## src/rtl/if_stage_if.sv

```systemverilog
// Fetch-stage bus: hazard/decode control inputs, instruction memory
// port and the IF/ID register outputs presented to decode.
interface if_stage_if;
    logic        stall;
    logic [2:0]  Br;
    logic        b_jump;
    logic [15:0] imm16_D;
    logic [25:0] imm26_D;
    logic [31:0] rs_val_D;
    logic [31:0] i_rdata;
    logic [31:0] i_addr;
    logic [31:0] instr_D;
    logic [31:0] pc_D;
    logic [31:0] link_D;

    // Surrounding pipeline / instruction memory side
    modport master (
        output stall, Br, b_jump, imm16_D, imm26_D, rs_val_D, i_rdata,
        input  i_addr, instr_D, pc_D, link_D
    );

    // Fetch stage side
    modport slave (
        input  stall, Br, b_jump, imm16_D, imm26_D, rs_val_D, i_rdata,
        output i_addr, instr_D, pc_D, link_D
    );
endinterface

```

## src/rtl/if_stage.sv

```systemverilog
// Instruction fetch stage: PC_F register, next-PC selection and the
// IF/ID pipeline register. One architectural delay slot, no flush.
module if_stage (
    input  logic         clk,
    input  logic         reset,
    if_stage_if.slave    bus
);
    localparam logic [31:0] RESET_PC = 32'h0000_3000;

    logic [31:0] pc_f_q,    pc_f_d;
    logic [31:0] instr_d_q, instr_d_d;
    logic [31:0] pc_d_q,    pc_d_d;

    logic [31:0] pc4_f;
    logic [31:0] br_target;
    logic [31:0] j_target;
    logic [31:0] npc;

    assign pc4_f     = pc_f_q + 32'd4;
    // Branch target is relative to the delay-slot address, i.e. pc_D + 4.
    assign br_target = pc_d_q + 32'd4 + {{14{bus.imm16_D[15]}}, bus.imm16_D, 2'b00};
    assign j_target  = {pc_d_q[31:28], bus.imm26_D, 2'b00};

    // Next-PC select; encodings 4-7 fall back to sequential fetch.
    always_comb begin
        npc = pc4_f;
        case (bus.Br)
            3'd1:    npc = bus.b_jump ? br_target : pc4_f;
            3'd2:    npc = j_target;
            3'd3:    npc = bus.rs_val_D;
            default: npc = pc4_f;
        endcase
    end

    // Advance or freeze the fetch PC and IF/ID register.
    always_comb begin
        pc_f_d    = pc_f_q;
        instr_d_d = instr_d_q;
        pc_d_d    = pc_d_q;
        if (!bus.stall) begin
            pc_f_d    = npc;
            instr_d_d = bus.i_rdata;
            pc_d_d    = pc_f_q;
        end
    end

    // State register with synchronous reset overriding stall and redirects.
    always_ff @(posedge clk) begin
        if (reset) begin
            pc_f_q    <= RESET_PC;
            instr_d_q <= 32'h0000_0000;
            pc_d_q    <= 32'h0000_0000;
        end else begin
            pc_f_q    <= pc_f_d;
            instr_d_q <= instr_d_d;
            pc_d_q    <= pc_d_d;
        end
    end

    assign bus.i_addr  = pc_f_q;
    assign bus.instr_D = instr_d_q;
    assign bus.pc_D    = pc_d_q;
    assign bus.link_D  = pc_d_q + 32'd8;
endmodule

```

## src/flat_wrapper.sv

```systemverilog
// flat-port wrapper written by rule: the top's interface ports become plain ports
module if_stage_flat 
  (clk, reset, bus_stall, bus_Br, bus_b_jump, bus_imm16_D, bus_imm26_D, bus_rs_val_D, bus_i_rdata, bus_i_addr, bus_instr_D, bus_pc_D, bus_link_D);
  if_stage_if bus_i ();
  input  logic clk;
  input  logic reset;
  input wire logic [$bits(bus_i.stall)-1:0] bus_stall;
  input wire logic [$bits(bus_i.Br)-1:0] bus_Br;
  input wire logic [$bits(bus_i.b_jump)-1:0] bus_b_jump;
  input wire logic [$bits(bus_i.imm16_D)-1:0] bus_imm16_D;
  input wire logic [$bits(bus_i.imm26_D)-1:0] bus_imm26_D;
  input wire logic [$bits(bus_i.rs_val_D)-1:0] bus_rs_val_D;
  input wire logic [$bits(bus_i.i_rdata)-1:0] bus_i_rdata;
  output wire logic [$bits(bus_i.i_addr)-1:0] bus_i_addr;
  output wire logic [$bits(bus_i.instr_D)-1:0] bus_instr_D;
  output wire logic [$bits(bus_i.pc_D)-1:0] bus_pc_D;
  output wire logic [$bits(bus_i.link_D)-1:0] bus_link_D;
  assign bus_i.stall = bus_stall;
  assign bus_i.Br = bus_Br;
  assign bus_i.b_jump = bus_b_jump;
  assign bus_i.imm16_D = bus_imm16_D;
  assign bus_i.imm26_D = bus_imm26_D;
  assign bus_i.rs_val_D = bus_rs_val_D;
  assign bus_i.i_rdata = bus_i_rdata;
  assign bus_i_addr = bus_i.i_addr;
  assign bus_instr_D = bus_i.instr_D;
  assign bus_pc_D = bus_i.pc_D;
  assign bus_link_D = bus_i.link_D;
  if_stage u_core (.clk(clk), .reset(reset), .bus(bus_i));
endmodule
```

## config.mk

```make
export PLATFORM = sky130hd
export DESIGN_NAME = if_stage_flat
export DESIGN_NICKNAME = d
export VERILOG_FILES = /design/src/rtl/if_stage_if.sv /design/src/rtl/if_stage.sv /design/src/flat_wrapper.sv
export SDC_FILE = /design/constraint.sdc
export NUM_CORES = 1
export LEC_CHECK = 0
export BUFFER_PORTS_ARGS = -buffer_cell sky130_fd_sc_hd__buf_4
export CAP_MARGIN = 20
export CORE_UTILIZATION = 30
export CTS_CLUSTER_DIAMETER = 200
export CTS_CLUSTER_SIZE = 14
export DETAILED_ROUTE_END_ITERATION = 8
export MAX_ROUTING_LAYER = met4
export PLACE_DENSITY = 0.55
export SLEW_MARGIN = 20
export SYNTH_ARGS = -nofsm -noshare
export SYNTH_HDL_FRONTEND = slang
export SYNTH_SLANG_ARGS = --single-unit
export TNS_END_PERCENT = 10
```

## constraint.sdc

```tcl
create_clock -name clk -period 3 [get_ports clk]
set_clock_uncertainty 0.2 [all_clocks]
set_input_delay 0.15 -clock clk [delete_from_list [all_inputs] [get_ports clk]]
set_output_delay 0.15 -clock clk [all_outputs]
set_load 0.02 [all_outputs]
```

==> results <==
- In this run the vertical extent of the chip is between 150 and 200 um.
- The run finished with clean final reports.
- The number of warnings reported in the yosys synthesis log is 0.
- The hold violation total from the final report is 0.
- The deepest level of the CTS H-tree is 3.
- The routed via count is approximately 7900.
- The initial standard-cell utilization of the core is a little under a third.
- The total global-route track usage is between 20% and 30%.
- STA classifies the critical path endpoint as a flop.
- Summed over all layers, the global routing overflow is 0.
- OpenSTA, run right after detailed placement, puts the worst setup slack at -11.24 ps.
- The number of antenna violations at the first check in global routing is 0.
- The number of remaining DRC errors is 0.
- The clock share of power is between 30% and 40%.
- The number of top-level pins is roughly 240.
- The DRC violation total after the first TritonRoute iteration is 481.
- The minimum setup slack in the final design is 131.8 ps.
- The number of clock sinks seen by CTS is 96.
- Of the available clock period, the critical path in the final layout requires 95.61%.
- The final layout contains 1383 nets.
- The standard cell core area is 23750 um^2.
- Setup violations remaining at the end of the flow were counted as 0.
- Summed over all nets, the switching power comes to between 1 and 1.5 mW.
- The area of the die is 25160 um^2.
- The sequential cell area fraction in the yosys report is 26.11%.
- The register-to-register path setup slack is 130 ps.
- Registers are responsible for between 30% and 40% of the overall power.
- The startpoint of the worst-slack reg-to-reg timing path is u_core.bus.pc_D[5]$_SDFFE_PP0N_.
- The antenna diode count is 0.
- The total routed wirelength is 27200 um.
- In the final routed layout, each cell accounts on average for between 15 and 20 um.
- Clock-pin slew was measured on the worst setup and hold paths at 80 ps.
- The mapped netlist covers about 7400 um^2.
- The CTS tree is yes.
- At the worst endpoint, the required time is just over 3000 ps.
- The vias per cell is 5.149.
- The tightest slew margin relative to the limit is a little under half.
- The floorplan has 56 rows.
- VDD sags by at most approximately 250 uV.
- Entering global routing, the biggest net connects 91 pins.
- In the synthesized netlist the dominant register cell turns out to be sky130_fd_sc_hd__dfxtp_1.
- Setup repair after global routing could not meet its margin everywhere.
- The maximum fanout along the worst path is 5.
- The number of CTS-inserted buffers is 9.
- The number of max-slew violations in the final report is 0.
- For the worst setup path, the data arrival time is 2950 ps.
- The routability congestion estimate is between 0.8 and 0.9.
- The via count of the first global-routing pass is 7468.
- Synthesis produced 907 cells.
- The net switching share of the total power is about 33%.
- The end point of the critical path is u_core.bus.i_addr[28]$_SDFFE_PP0N_.
- After clock tree synthesis, the setup repair step added 0 buffers.
- The worst register-to-register path has a depth of 9.
- The die boundary width is 158.6 um.
- The total half-perimeter wirelength after legalization and detailed placement is 20360 um.
- The worst flop-to-flop path endpoint is u_core.bus.i_addr[28]$_SDFFE_PP0N_.
- The clock root buffer is sky130_fd_sc_hd__clkbuf_16.
- Max-cap violations in this run came to 0.
- The net count of the mapped netlist is 1080.
- In this run, synthesis produced a sequential element count of 96.
- The worst setup path is of the flop to flop kind.
- The share of total power in combinational logic is between 30% and 40%.
- The first global-routing pass estimated 41540 um of wire.
- The latest clock arrival within the worst-skew pair is 360 ps.
- The power consumption is just under 4 mW.
- Of the cells placed in the final design, the portion with a size suffix greater than 1 is 27.74%.
- After synthesis, the mean cell area works out to 8.114 um^2.
- The longest clock path from root to sink contains 2 buffers.
- The number of synthesized flops with an enable pin is 0.
- The power density relative to cell area is 371.6 nW/um^2.
- Fill cells in the final layout number 2384.
- The design internal power is around 2.6 mW.
- In this run the tool buffered the top-level ports with 240 buffer cells.
- The time the worst path needs with I/O delays and setup is 2868 ps.
- The number of antenna-violating nets in the routed design is 0.
- The count of unique library cells instantiated by Yosys is 66.
- The static power due to leakage is around 5 nW.
- At the pin with the least slew margin, the transition time is 819.1 ps.
- For this run, asynchronously set or reset flops after synthesis account for 0%.
- The area growth from synthesis to layout is 44.29%.
- The element type at the critical path start is a flop.
- The maximum frequency from static timing analysis is 348.7 MHz.
- The tightest min-delay check is of the input port to flop type.
- Tracing the worst setup path back leads to its startpoint at u_core.bus.pc_D[5]$_SDFFE_PP0N_.
- The first-pass iteration count of the detailed router is 5.
==> sequential cells by signal, indices dropped and copies added, names as in the netlist <==
signal / cells
u_core.bus.i_addr: 32
u_core.bus.instr_D: 32
u_core.bus.pc_D: 32
==> power groups by stage <==
stage	Combinational [mW]	Clock (mW)	Sequential, mW
after global routing	1.30	1.40	1.45
final	1.20	1.31	1.44
after global placement	1.12	0	1.46
after CTS	1.19	1.35	1.43
after floorplan	0.555	0	1.54
after detailed placement	1.13	0	1.46
==> routing by layer <==
metal	share of wire (%)	GRT usage (%)	vias up
met1	48	29.89	3745
met2	46	35.15	230
li1	-	-	3906
met5	0	-	-
met3	5.5	3.457	18
met4	1.1	4.991	0
==> critical path, cell delays in order (launching register included) <==
cell and delay [ps]:
sky130_fd_sc_hd__dfxtp_1 320, sky130_fd_sc_hd__ha_1 290, sky130_fd_sc_hd__ha_1 390, sky130_fd_sc_hd__o211ai_1 130
sky130_fd_sc_hd__o211a_1 290, sky130_fd_sc_hd__nand4b_1 240, sky130_fd_sc_hd__a21oi_1 220, sky130_fd_sc_hd__o21ai_0 170
sky130_fd_sc_hd__a2111o_1 440, sky130_fd_sc_hd__o211ai_1 90
==> cell type report <==
cell class	instances	area [um^2]	share of cell area (%)
multi-input combinational	736	5147	48.47
clock buffer	10	229.0	2.156
inverter	19	71.32	0.6716
tap	319	399.1	3.759
sequential	96	1923	18.11
clock inverter	6	91.34	0.8601
timing repair buffer	348	2758	25.97
==> through the flow <==
stage	hold WS [ps]	instance area [um^2]	util (%)	instances	setup TNS, ps
2_1_floorplan	93.94	7361	-	907	0
3_3_place_gp	178.2	9736	40.99	1465	0
3_5_place_dp	186.4	9736	40.99	1465	-11.24
4_1_cts	69.65	10600	44.61	1534	0
5_1_grt	91.12	10620	44.71	1534	-23.68
6_report	77.97	10620	44.71	1534	0
==> cell families (layout without fill, tap and decap cells) <==
group,after synthesis,after routing,synth area share (%)
AOI/OAI and AO/OA,222,222,19.30
adders and majority gates,60,60,10.30
and+or+nand+nor,291,291,18.68
muxes,97,97,13.29
buffers and inverters,75,383,4.454
xor gates and xnor gates,66,66,7.854
DFF,96,96,26.11
==> cells in the mapped netlist (4+ instances only) <==
library cell | instances | share of area (%)
sky130_fd_sc_hd__xor2_1 | 24 | 2.9
sky130_fd_sc_hd__o211a_1 | 4 | 0.54
sky130_fd_sc_hd__nor2b_1 | 4 | 0.34
sky130_fd_sc_hd__a21oi_1 | 70 | 4.8
sky130_fd_sc_hd__dfxtp_1 | 96 | 26
sky130_fd_sc_hd__ha_1 | 59 | 10
sky130_fd_sc_hd__and2_1 | 9 | 0.76
sky130_fd_sc_hd__nand3_1 | 27 | 1.8
sky130_fd_sc_hd__mux2_2 | 6 | 0.92
sky130_fd_sc_hd__nor3_1 | 15 | 1.0
sky130_fd_sc_hd__nand4_1 | 15 | 1.3
sky130_fd_sc_hd__nor2_1 | 121 | 6.2
sky130_fd_sc_hd__o21a_1 | 10 | 1.0
sky130_fd_sc_hd__and3_1 | 11 | 0.94
sky130_fd_sc_hd__nand2_1 | 56 | 2.9
sky130_fd_sc_hd__clkbuf_1 | 40 | 2.0
sky130_fd_sc_hd__inv_1 | 18 | 0.92
sky130_fd_sc_hd__o221ai_1 | 5 | 0.60
sky130_fd_sc_hd__o22ai_1 | 10 | 0.85
sky130_fd_sc_hd__xnor2_1 | 42 | 5.0
sky130_fd_sc_hd__mux2i_1 | 91 | 12
sky130_fd_sc_hd__and4_1 | 10 | 1.2
sky130_fd_sc_hd__o21ai_0 | 48 | 3.3
sky130_fd_sc_hd__nand2b_1 | 5 | 0.43
sky130_fd_sc_hd__a21o_1 | 10 | 1.0
sky130_fd_sc_hd__o211ai_1 | 6 | 0.61
sky130_fd_sc_hd__a211oi_1 | 16 | 1.6
sky130_fd_sc_hd__buf_1 | 7 | 0.36
==> cells in the final DEF, fill, tap and decap left out, types with 4 or more instances in the layout <==
cell type / synthesis / layout
sky130_fd_sc_hd__buf_4: 3 / 294
sky130_fd_sc_hd__and3_1: 11 / 11
sky130_fd_sc_hd__ha_1: 59 / 59
sky130_fd_sc_hd__o211ai_1: 6 / 6
sky130_fd_sc_hd__dlygate4sd3_1: 0 / 53
sky130_fd_sc_hd__a21oi_1: 70 / 69
sky130_fd_sc_hd__nand4_1: 15 / 15
sky130_fd_sc_hd__and2_1: 9 / 9
sky130_fd_sc_hd__o22ai_1: 10 / 10
sky130_fd_sc_hd__xnor2_1: 42 / 42
sky130_fd_sc_hd__clkbuf_16: 0 / 9
sky130_fd_sc_hd__nor3_1: 15 / 14
sky130_fd_sc_hd__a21o_1: 10 / 9
sky130_fd_sc_hd__nand2_1: 56 / 56
sky130_fd_sc_hd__nor2b_1: 4 / 4
sky130_fd_sc_hd__nor2_1: 121 / 120
sky130_fd_sc_hd__inv_1: 18 / 18
sky130_fd_sc_hd__o211a_1: 4 / 4
sky130_fd_sc_hd__and4_1: 10 / 10
sky130_fd_sc_hd__mux2i_1: 91 / 91
sky130_fd_sc_hd__a211oi_1: 16 / 14
sky130_fd_sc_hd__xor2_1: 24 / 24
sky130_fd_sc_hd__o21a_1: 10 / 10
sky130_fd_sc_hd__dfxtp_1: 96 / 95
sky130_fd_sc_hd__mux2_2: 6 / 6
sky130_fd_sc_hd__o221ai_1: 5 / 5
sky130_fd_sc_hd__nand2b_1: 5 / 5
sky130_fd_sc_hd__o21ai_0: 48 / 46
sky130_fd_sc_hd__nand3_1: 27 / 26
==> worst min-delay path by stage <==
stage | startpoint | to | slack, ps | cells past startpoint
final | bus_rs_val_D[30] | u_core.bus.i_addr[30]$_SDFFE_PP0N_ | 80 | 6
after detailed placement | bus_i_rdata[15] | u_core.bus.instr_D[15]$_SDFFE_PP0N_ | 190 | 3
after global placement | bus_i_rdata[17] | u_core.bus.instr_D[17]$_SDFFE_PP0N_ | 180 | 3
after floorplan | bus_i_rdata[0] | u_core.bus.instr_D[0]$_SDFFE_PP0N_ | 90 | 2
after global routing | bus_rs_val_D[30] | u_core.bus.i_addr[30]$_SDFFE_PP0N_ | 90 | 6
after CTS | bus_rs_val_D[30] | u_core.bus.i_addr[30]$_SDFFE_PP0N_ | 70 | 6
==> timing repair <==
action | 4_1_cts | 5_1_grt
setup endpoints to repair | 3 | 15
gates cloned | 0 | 0
gates resized for setup | 3 | 8
hold buffers | 53 | 0
pin swaps | 0 | 1
endpoints found under the hold margin | 41 | 0
Note: power is estimated with default switching activity, not from simulation.
